### src/rtl/fifo_rd_pkg.sv
// Shared types and constants for the read-side FIFO drain engine.
// Burst position states, skid buffer depth, and beat-index width helper.
package fifo_rd_pkg;

   localparam int SKID_DEPTH = 2;
   localparam int CNT_W      = 2;

   typedef enum logic [1:0] {
      FIRST = 2'd0,
      MID   = 2'd1,
      LAST  = 2'd2
   } burst_state_t;

   // A one-beat burst still needs a 1-bit index port.
   function automatic int beat_width(input int burst_len);
      return (burst_len > 1) ? $clog2(burst_len) : 1;
   endfunction

endpackage

### src/rtl/fifo_skid_buf.sv
// Two-entry head/tail skid buffer absorbing the FIFO's registered read latency.
// Write lands in the first free slot; read shifts tail to head; clear empties it next cycle.
module fifo_skid_buf
   import fifo_rd_pkg::*;
#(
   parameter int DATA_WIDTH = 8
) (
   input  logic                  i_clk,
   input  logic                  i_rst,
   input  logic                  i_clr,
   input  logic                  i_wr,
   input  logic [DATA_WIDTH-1:0] i_wr_dat,
   input  logic                  i_rd,
   output logic [DATA_WIDTH-1:0] o_head_dat,
   output logic [CNT_W-1:0]      o_count
);

   localparam logic [CNT_W-1:0] CNT_ONE  = CNT_W'(1);
   localparam logic [CNT_W-1:0] CNT_FULL = CNT_W'(SKID_DEPTH);

   logic [DATA_WIDTH-1:0] r_head;
   logic [DATA_WIDTH-1:0] r_tail;
   logic [CNT_W-1:0]      r_count;

   always_ff @(posedge i_clk) begin
      if (i_rst) begin
         r_head  <= '0;
         r_tail  <= '0;
         r_count <= '0;
      end else if (i_clr) begin
         r_count <= '0;
      end else begin
         case ({i_wr, i_rd})
            2'b10: begin
               if (r_count == '0) r_head <= i_wr_dat;
               else               r_tail <= i_wr_dat;
               r_count <= r_count + CNT_ONE;
            end
            2'b01: begin
               r_head  <= r_tail;
               r_count <= r_count - CNT_ONE;
            end
            2'b11: begin
               // Occupancy is unchanged; the new word joins behind whatever remains.
               if (r_count == CNT_ONE) begin
                  r_head <= i_wr_dat;
               end else begin
                  r_head <= r_tail;
                  r_tail <= i_wr_dat;
               end
            end
            default: ;
         endcase
      end
   end

   assign o_head_dat = r_head;
   assign o_count    = r_count;

   a_no_overflow: assert property (@(posedge i_clk) disable iff (i_rst || i_clr)
      !(i_wr && !i_rd && (r_count == CNT_FULL)));

   a_no_underflow: assert property (@(posedge i_clk) disable iff (i_rst || i_clr)
      !(i_rd && (r_count == '0)));

endmodule

### src/rtl/fifo_rd_streamer.sv
// Drains the dual-clock FIFO read port into a valid/ready stream grouped into bursts.
// Word reaches m_valid two cycles after fifo_ren; backpressure stalls issue once buffer+inflight reach two.
module fifo_rd_streamer
   import fifo_rd_pkg::*;
#(
   parameter int DATA_WIDTH = 8,
   parameter int BURST_LEN  = 4,
   parameter int BEAT_W     = beat_width(BURST_LEN)
) (
   input  logic                  rclk,
   input  logic                  rrst,
   input  logic                  flush,
   input  logic                  fifo_empty,
   input  logic [DATA_WIDTH-1:0] fifo_rdata,
   output logic                  fifo_ren,
   output logic                  m_valid,
   input  logic                  m_ready,
   output logic [DATA_WIDTH-1:0] m_data,
   output logic                  m_last,
   output logic [BEAT_W-1:0]     m_beat
);

   localparam logic [BEAT_W-1:0] LAST_BEAT = BEAT_W'(BURST_LEN - 1);
   localparam burst_state_t      START_ST  = (BURST_LEN == 1) ? LAST : FIRST;

   logic                  r_inflight;
   logic [CNT_W-1:0]      w_count;
   logic [DATA_WIDTH-1:0] w_head_dat;
   logic                  w_pop;
   logic                  w_wr;
   logic                  w_rd;
   logic [CNT_W-1:0]      w_occ_after;

   burst_state_t          r_state;
   burst_state_t          w_state_nxt;
   logic [BEAT_W-1:0]     r_beat;
   logic [BEAT_W-1:0]     w_beat_nxt;
   logic [BEAT_W-1:0]     w_beat_inc;

   assign m_valid = (w_count != '0);
   assign w_pop   = m_valid & m_ready;
   assign w_wr    = r_inflight & ~flush & ~rrst;
   assign w_rd    = w_pop & ~flush & ~rrst;

   // Occupancy once this cycle's pop retires; issuing only at <=1 keeps a slot for every arrival.
   assign w_occ_after = w_count + CNT_W'(r_inflight) - CNT_W'(w_pop);
   assign fifo_ren    = ~fifo_empty & ~flush & ~rrst & (w_occ_after <= CNT_W'(1));

   always_ff @(posedge rclk) begin
      if (rrst) r_inflight <= 1'b0;
      else      r_inflight <= fifo_ren;
   end

   fifo_skid_buf #(
      .DATA_WIDTH (DATA_WIDTH)
   ) u_skid (
      .i_clk      (rclk),
      .i_rst      (rrst),
      .i_clr      (flush),
      .i_wr       (w_wr),
      .i_wr_dat   (fifo_rdata),
      .i_rd       (w_rd),
      .o_head_dat (w_head_dat),
      .o_count    (w_count)
   );

   always_ff @(posedge rclk) begin
      if (rrst || flush) begin
         r_state <= START_ST;
         r_beat  <= '0;
      end else begin
         r_state <= w_state_nxt;
         r_beat  <= w_beat_nxt;
      end
   end

   assign w_beat_inc = r_beat + BEAT_W'(1);

   // Wrap happens from LAST, so non-power-of-two burst lengths count modulo BURST_LEN.
   always_comb begin
      w_state_nxt = r_state;
      w_beat_nxt  = r_beat;
      if (w_pop) begin
         case (r_state)
            LAST: begin
               w_state_nxt = START_ST;
               w_beat_nxt  = '0;
            end
            default: begin
               w_beat_nxt  = w_beat_inc;
               w_state_nxt = (w_beat_inc == LAST_BEAT) ? LAST : MID;
            end
         endcase
      end
   end

   assign m_data = w_head_dat;
   assign m_beat = r_beat;
   assign m_last = m_valid & (r_beat == LAST_BEAT);

   a_hold_stable: assert property (@(posedge rclk) disable iff (rrst || flush)
      (m_valid && !m_ready) |=> (m_valid && $stable(m_data) && $stable(m_beat)));

endmodule

### config.mk
export PLATFORM = sky130hd
export DESIGN_NAME = fifo_rd_streamer
export DESIGN_NICKNAME = d
export VERILOG_FILES = /design/src/rtl/fifo_rd_pkg.sv /design/src/rtl/fifo_skid_buf.sv /design/src/rtl/fifo_rd_streamer.sv
export SDC_FILE = /design/constraint.sdc
export NUM_CORES = 1
export LEC_CHECK = 0
export BUFFER_PORTS_ARGS = -buffer_cell sky130_fd_sc_hd__buf_2
export CAP_MARGIN = 40
export CORE_AREA = 2 2 57 59
export CTS_CLUSTER_DIAMETER = 60
export CTS_CLUSTER_SIZE = 16
export DETAILED_ROUTE_END_ITERATION = 10
export DIE_AREA = 0 0 59 61
export PLACE_DENSITY = 0.77
export RECOVER_POWER = 50
export REMOVE_ABC_BUFFERS = 1
export SLEW_MARGIN = 15
export SYNTH_ARGS = -nofsm -noshare
export SYNTH_HDL_FRONTEND = slang
export SYNTH_SLANG_ARGS = --single-unit
### constraint.sdc
create_clock -name rclk -period 2.5 [get_ports rclk]
set_input_delay 0.375 -clock rclk [delete_from_list [all_inputs] [get_ports rclk]]
set_output_delay 0.375 -clock rclk [all_outputs]
set_load 0.03 [all_outputs]
After elaboration in Yosys (flattened, before gate mapping)
Cells that the tools add are included.

storage, ports and cells
  bits of input ports = 13
  register bits = 23
  word-level logic and storage cells = 53
  output and inout bits = 13

cells by class
  bitwise operators = 12
  mux-type cells = 10
  equal/unequal tests = 10
  $lt $le $gt $ge = 1
  reductions and logical operators = 9
  $add $sub $neg = 5

operators with widths
  cell                                                                              count
  8-bit 2-to-1 mux                                                                  4
  8-bit one-hot mux with 3 select lines                                             1
  8-bit one-hot mux with 2 select lines                                             1
  2-bit == test, second input constant                                              5
  1-bit bitwise AND                                                                 9
  2-bit 2-to-1 mux                                                                  3
  2-bit nonzero test                                                                3
  2-bit by 1-bit adder with 2-bit output, second input constant                     2
  2-bit by 1-bit == test with 1-bit output, second input constant                   2
  2-bit inequality test, second input constant                                      2
  2-bit one-hot mux with 2 select lines                                             1
  4-bit AND reduction                                                               1
  1-bit NOT                                                                         3
  3-bit AND reduction                                                               1
  3-bit nonzero test                                                                1
  2-bit by 1-bit adder with 2-bit output                                            1
  2-bit by 1-bit less-or-equal comparator with 1-bit output, second input constant  1
  2-bit zero test                                                                   1
  2-bit by 1-bit inequality test with 1-bit output, second input constant           1
  2-bit OR reduction                                                                1
  2-bit by 1-bit subtractor with 2-bit output                                       1
  2-bit by 1-bit subtractor with 2-bit output, second input constant                1
  1-bit logical OR                                                                  1

Depth between registers and ports, before layout
  depth in word-level cells = 7
  gate-level depth with buffers = 10
  depth with buffers taken out = 8

Hierarchy
From an unflattened synthesis, not the netlist that was laid out.

second synthesis, totals
  cell total of the unflattened synthesis = 146
  area, all modules = 1272.5 µm²

modules (own cells, without submodules)
  module            instances  cells each  area each (µm²)
  fifo_skid_buf     1          110         979.7
  fifo_rd_streamer  1          36          292.8

Least setup slack after synthesis
OpenSTA, ideal clock, no wires.

  kind = register to register
  from = reg u_skid.r_count[0], in the netlist u_skid.o_count[0]
  to = reg u_skid.r_head[0], in the netlist u_skid.o_head_dat[0]
  arrival = 2.434 ns
  period minus slack after synthesis = 2.594 ns
  cell stages (with the launch flop) = 10
  buffers on the path = 1
  setup slack = -0.094 ns
  required time = 2.340 ns
  cell sequence = dfxtp_1 -> inv_1 -> ha_1 -> nor4b_4 -> inv_2 -> ha_1 -> nor2b_1 -> buf_2 -> nor3_1 -> a311oi_1

between the ends
  cells in the longest elaborated chain, start to end = 7
  elaborated cells between the ends (all ways) = 14

ends and longest elaborated chain
  item                                                                                                            line                    text
  start: declaration                                                                                              fifo_skid_buf.sv:23     logic [CNT_W-1:0] r_count;
  start signal: assignment                                                                                        fifo_skid_buf.sv:37     r_count <= r_count + CNT_ONE;
  start signal: assignment                                                                                        fifo_skid_buf.sv:41     r_count <= r_count - CNT_ONE;
  2-bit nonzero test                                                                                              fifo_rd_streamer.sv:40  assign m_valid = (w_count != '0);
  1-bit bitwise AND                                                                                               fifo_rd_streamer.sv:41  assign w_pop = m_valid & m_ready;
  1-bit bitwise AND (2 in series)                                                                                 fifo_rd_streamer.sv:43  assign w_rd = w_pop & ~flush & ~rrst;
  2-bit == test / 2-bit by 1-bit == test with 1-bit output (equally long branches)                                fifo_skid_buf.sv:33     case ({i_wr, i_rd})
  2-bit by 1-bit inequality test with 1-bit output (no source line) / 3-bit nonzero test (equally long branches)  n/a
  3-bit AND reduction (no source line)                                                                            n/a
  end signal: assignment                                                                                          fifo_skid_buf.sv:35     if (r_count == '0) r_head <= i_wr_dat;
  end signal: assignment                                                                                          fifo_skid_buf.sv:40     r_head <= r_tail;
  end signal: assignment                                                                                          fifo_skid_buf.sv:46     r_head <= i_wr_dat;
  end: declaration                                                                                                fifo_skid_buf.sv:21     logic [DATA_WIDTH-1:0] r_head;

Parallel ways exist; a longest one is shown, timed or not.
A chain may end at the register's enable or synchronous reset.

Worst setup path in the final report
  from = reg u_skid.r_count[0], in the netlist u_skid.o_count[0]
  to = out fifo_ren

between the ends
  cells in the longest elaborated chain, start to end = 5
  elaborated cells between the ends (all ways) = 6

ends and longest elaborated chain
  item                                                                            line                    text
  branches (longest 2 deep; another with 2-bit by 1-bit adder with 2-bit output)  n/a
  2-bit by 1-bit subtractor with 2-bit output (*)                                 fifo_rd_streamer.sv:46  assign w_occ_after = w_count + CNT_W'(r_inflight) - CNT_W'(w_pop);
  2-bit by 1-bit less-or-equal comparator with 1-bit output (*)                   fifo_rd_streamer.sv:47  assign fifo_ren = ~fifo_empty & ~flush & ~rrst & (w_occ_after <= CNT_W'(1));
  1-bit bitwise AND (*)                                                           fifo_rd_streamer.sv:47
  end: declaration                                                                fifo_rd_streamer.sv:15  output logic fifo_ren,

Mark *: on every way between the ends.

==> flow_summary.json <==
{
  "drive_gt1_share_pct": 23.3,
  "synth_most_common_cell": "dfxtp_1",
  "status": "complete, no violations",
  "worstHoldPathType": "primary input to flip-flop",
  "startpoint_type": "flip-flop",
  "end_kind": "output pin",
  "ys_ff_latch": 23,
  "dieArea_um2": 3600,
  "grt_pass1_wl_mm": 4.68,
  "synth_top_area_share_pct": 36.4,
  "max_stage_delay_ps": 370,
  "vias_per_cell": 5.75,
  "syn_area_um2": 1270,
  "crit_top_cell": "ha_4",
  "setup-violations-final": 0,
  "cts_tree": "yes",
  "avgSynthCellArea_um2": 8.67,
  "core_area_um2": 2950,
  "fin_setup_tns_ps": 0,
  "clock-sinks": 23,
  "drtPass1Iterations": 4,
  "required_ps": 2120,
  "overflow": 0,
  "totalWireLength_mm": 3.00,
  "drt_iter0_drc": 42,
  "synth.distinct_cells": 28,
  "slowest_stage": "dfxtp_2",
  "cp_cell_sequence": "inv_2, ha_4, nand2b_4, inv_1, ha_4, nor2b_2, xnor2_1, nor3_1, buf_4",
  "grt_antenna_before_repair": 0,
  "wl_per_cell_um": 14.6,
  "vias": 1179,
  "syn_inst": 146,
  "final_nets": 195,
  "postRouteAntennaNets": 0,
  "maxSlewHeadroom_pct": 63.1,
  "grt_pass1_vias": 1090,
  "io_buffers": 25,
  "worst_pin_slew_ps": 552,
  "die_y_um": 61,
  "dp_hpwl_mm": 2.22,
  "finalClockSkew_ps": 4.11,
  "cap_violations": 0,
  "ys.flop_type": "dfxtp_1",
  "gp_congestion": 0.913,
  "powerDensity_nw_per_um2": 404,
  "n_antenna_cell": 0,
  "clkTransAtPathRegs_ps": 120,
  "area_growth_pct": 18.6,
  "cts_inserted_buffers": 3,
  "crit_fanout": 7,
  "maxSlewViolCount": 0,
  "cts_root_buffer": "clkbuf_4",
  "start_util_pct": 42.9,
  "worst_ir_drop_vdd_mv": 0.138,
  "grt_max_degree": 20,
  "io_pins": 26,
  "worst_ep_arrival_time_ps": 2010,
  "fmax_mhz": 419,
  "synth_edf_count": 0,
  "synth_top_area_cell": "dfxtp_1",
  "p_leak_nw": 0.564,
  "layout_min_cycle_time_ps": 2390,
  "ys_top_cells_by_count": "dfxtp_1, a21oi_1, o211ai_1",
  "period_share_pct": 95.6,
  "cts_hold_buffers": 0,
  "htree_levels": 1,
  "synthArstFlopShare_pct": 0,
  "cts_buffer_depth": 2,
  "ys_seq_area_share_pct": 36.4,
  "hold_viol": 0,
  "synth.area.top_cells": "dfxtp_1, o211ai_1, ha_1",
  "drcViolationCount": 0,
  "die_w_um": 59,
  "track_usage_pct": 16.7,
  "power_uw": 607,
  "clkLatencyLatePin_ps": 320,
  "yosysWarnings": 0,
  "rows": 20,
  "critical_path_class": "flip-flop to output pin"
}
==> sequential cells by signal, indices dropped and copies added (netlist names) <==
signal,cells
m_beat,2
r_inflight,1
r_state,2
u_skid.o_count,2
u_skid.o_head_dat,8
u_skid.r_tail,8
==> layout make-up <==
cell class              count  area [um2]
clock buffers               4        26.3
fillers                   269        1450
flip-flops and latches     23         463
multi-input cells         104         759
repair buffers             34         185
inverters                   7        26.3
well taps                  33        41.3
==> cell families after synthesis <==
group | share of synthesized area [%]
buf+inv | 6.42
fa+ha+maj | 8.89
xor+xnor | 2.77
compound gates | 33.0
simple gates | 12.5
flops | 36.4
==> report_power, final <==
part | internal (mW) | leakage (nW) | switching, mW | total [mW]
registers | 0.370 | 0.187 | 0.00175 | 0.371
clock network | 0.0625 | 0.0150 | 0.116 | 0.179
logic | 0.0207 | 0.362 | 0.0360 | 0.0567
==> worst max-delay path: cells and delay by family, from the launching register on <==
family / cells / cell delay, ps
fa+ha+maj: 2 / 380
simple gates: 3 / 480
flops: 1 / 370
xor+xnor: 1 / 90
buf+inv: 3 / 380
==> routing by layer <==
| layer | vias to the layer above | global-route usage (%) | routed length (um) |
|---|---|---|---|
| met5 | - | 0 | 0 |
| met4 | 0 | 6.17 | 71 |
| met3 | 8 | 2.56 | 189 |
| met2 | 48 | 28.7 | 1420 |
| met1 | 532 | 21.3 | 1320 |
| li1 | 591 | - | - |
==> cells in the final DEF, fill, tap and decap left out <==
| cell | instances |
|---|---|
| nor4b_4 | 1 |
| nand2b_4 | 1 |
| ha_1 | 7 |
| nand3b_1 | 1 |
| buf_2 | 16 |
| dfxtp_2 | 2 |
| o211ai_1 | 16 |
| buf_4 | 10 |
| o31ai_1 | 8 |
| a21oi_1 | 21 |
| inv_2 | 3 |
| nand2_1 | 4 |
| a21o_1 | 1 |
| nor3_1 | 3 |
| a211oi_1 | 1 |
| dfxtp_1 | 21 |
| inv_1 | 4 |
| xnor2_1 | 2 |
| nand2b_1 | 1 |
| clkbuf_4 | 3 |
| nor2b_1 | 5 |
| and2_1 | 1 |
| or3_1 | 2 |
| clkbuf_1 | 9 |
| nor2b_2 | 1 |
| o21a_1 | 1 |
| ha_4 | 2 |
| xor2_1 | 2 |
| o21ai_0 | 8 |
| a311oi_1 | 8 |
| nor2_1 | 6 |
| or2_2 | 1 |
==> path summary, 6_finish.rpt <==
path / end / cells after the start / from / slack, ps
worst max-delay path: fifo_ren / 9 / u_skid.o_count[0] / 110
worst max register to register: u_skid.o_head_dat[3] / 7 / u_skid.o_count[0] / 300
worst min register to register: r_state[1] / 2 / r_state[1] / 480
worst min-delay path: r_inflight / 2 / fifo_empty / 220
==> repair_timing <==
action                     CTS  global route
pin swaps                    0             2
setup endpoints to repair    1             1
setup buffers                0             5
gates resized for setup      6             5
==> through the flow <==
stage               setup WS, ps  util [%]  std cells  cell area [um2]  hold slack [ps]
floorplan                  -29.0         -        134             1210              441
global route               -8.68      50.8        205             1500              209
finish                       111      50.8        205             1500              218
global placement             209      47.7        196             1410              449
detailed placement           130      47.7        196             1410              463
CTS                         1.07      49.2        200             1450              216
Note: power is estimated with default switching activity, not from simulation.
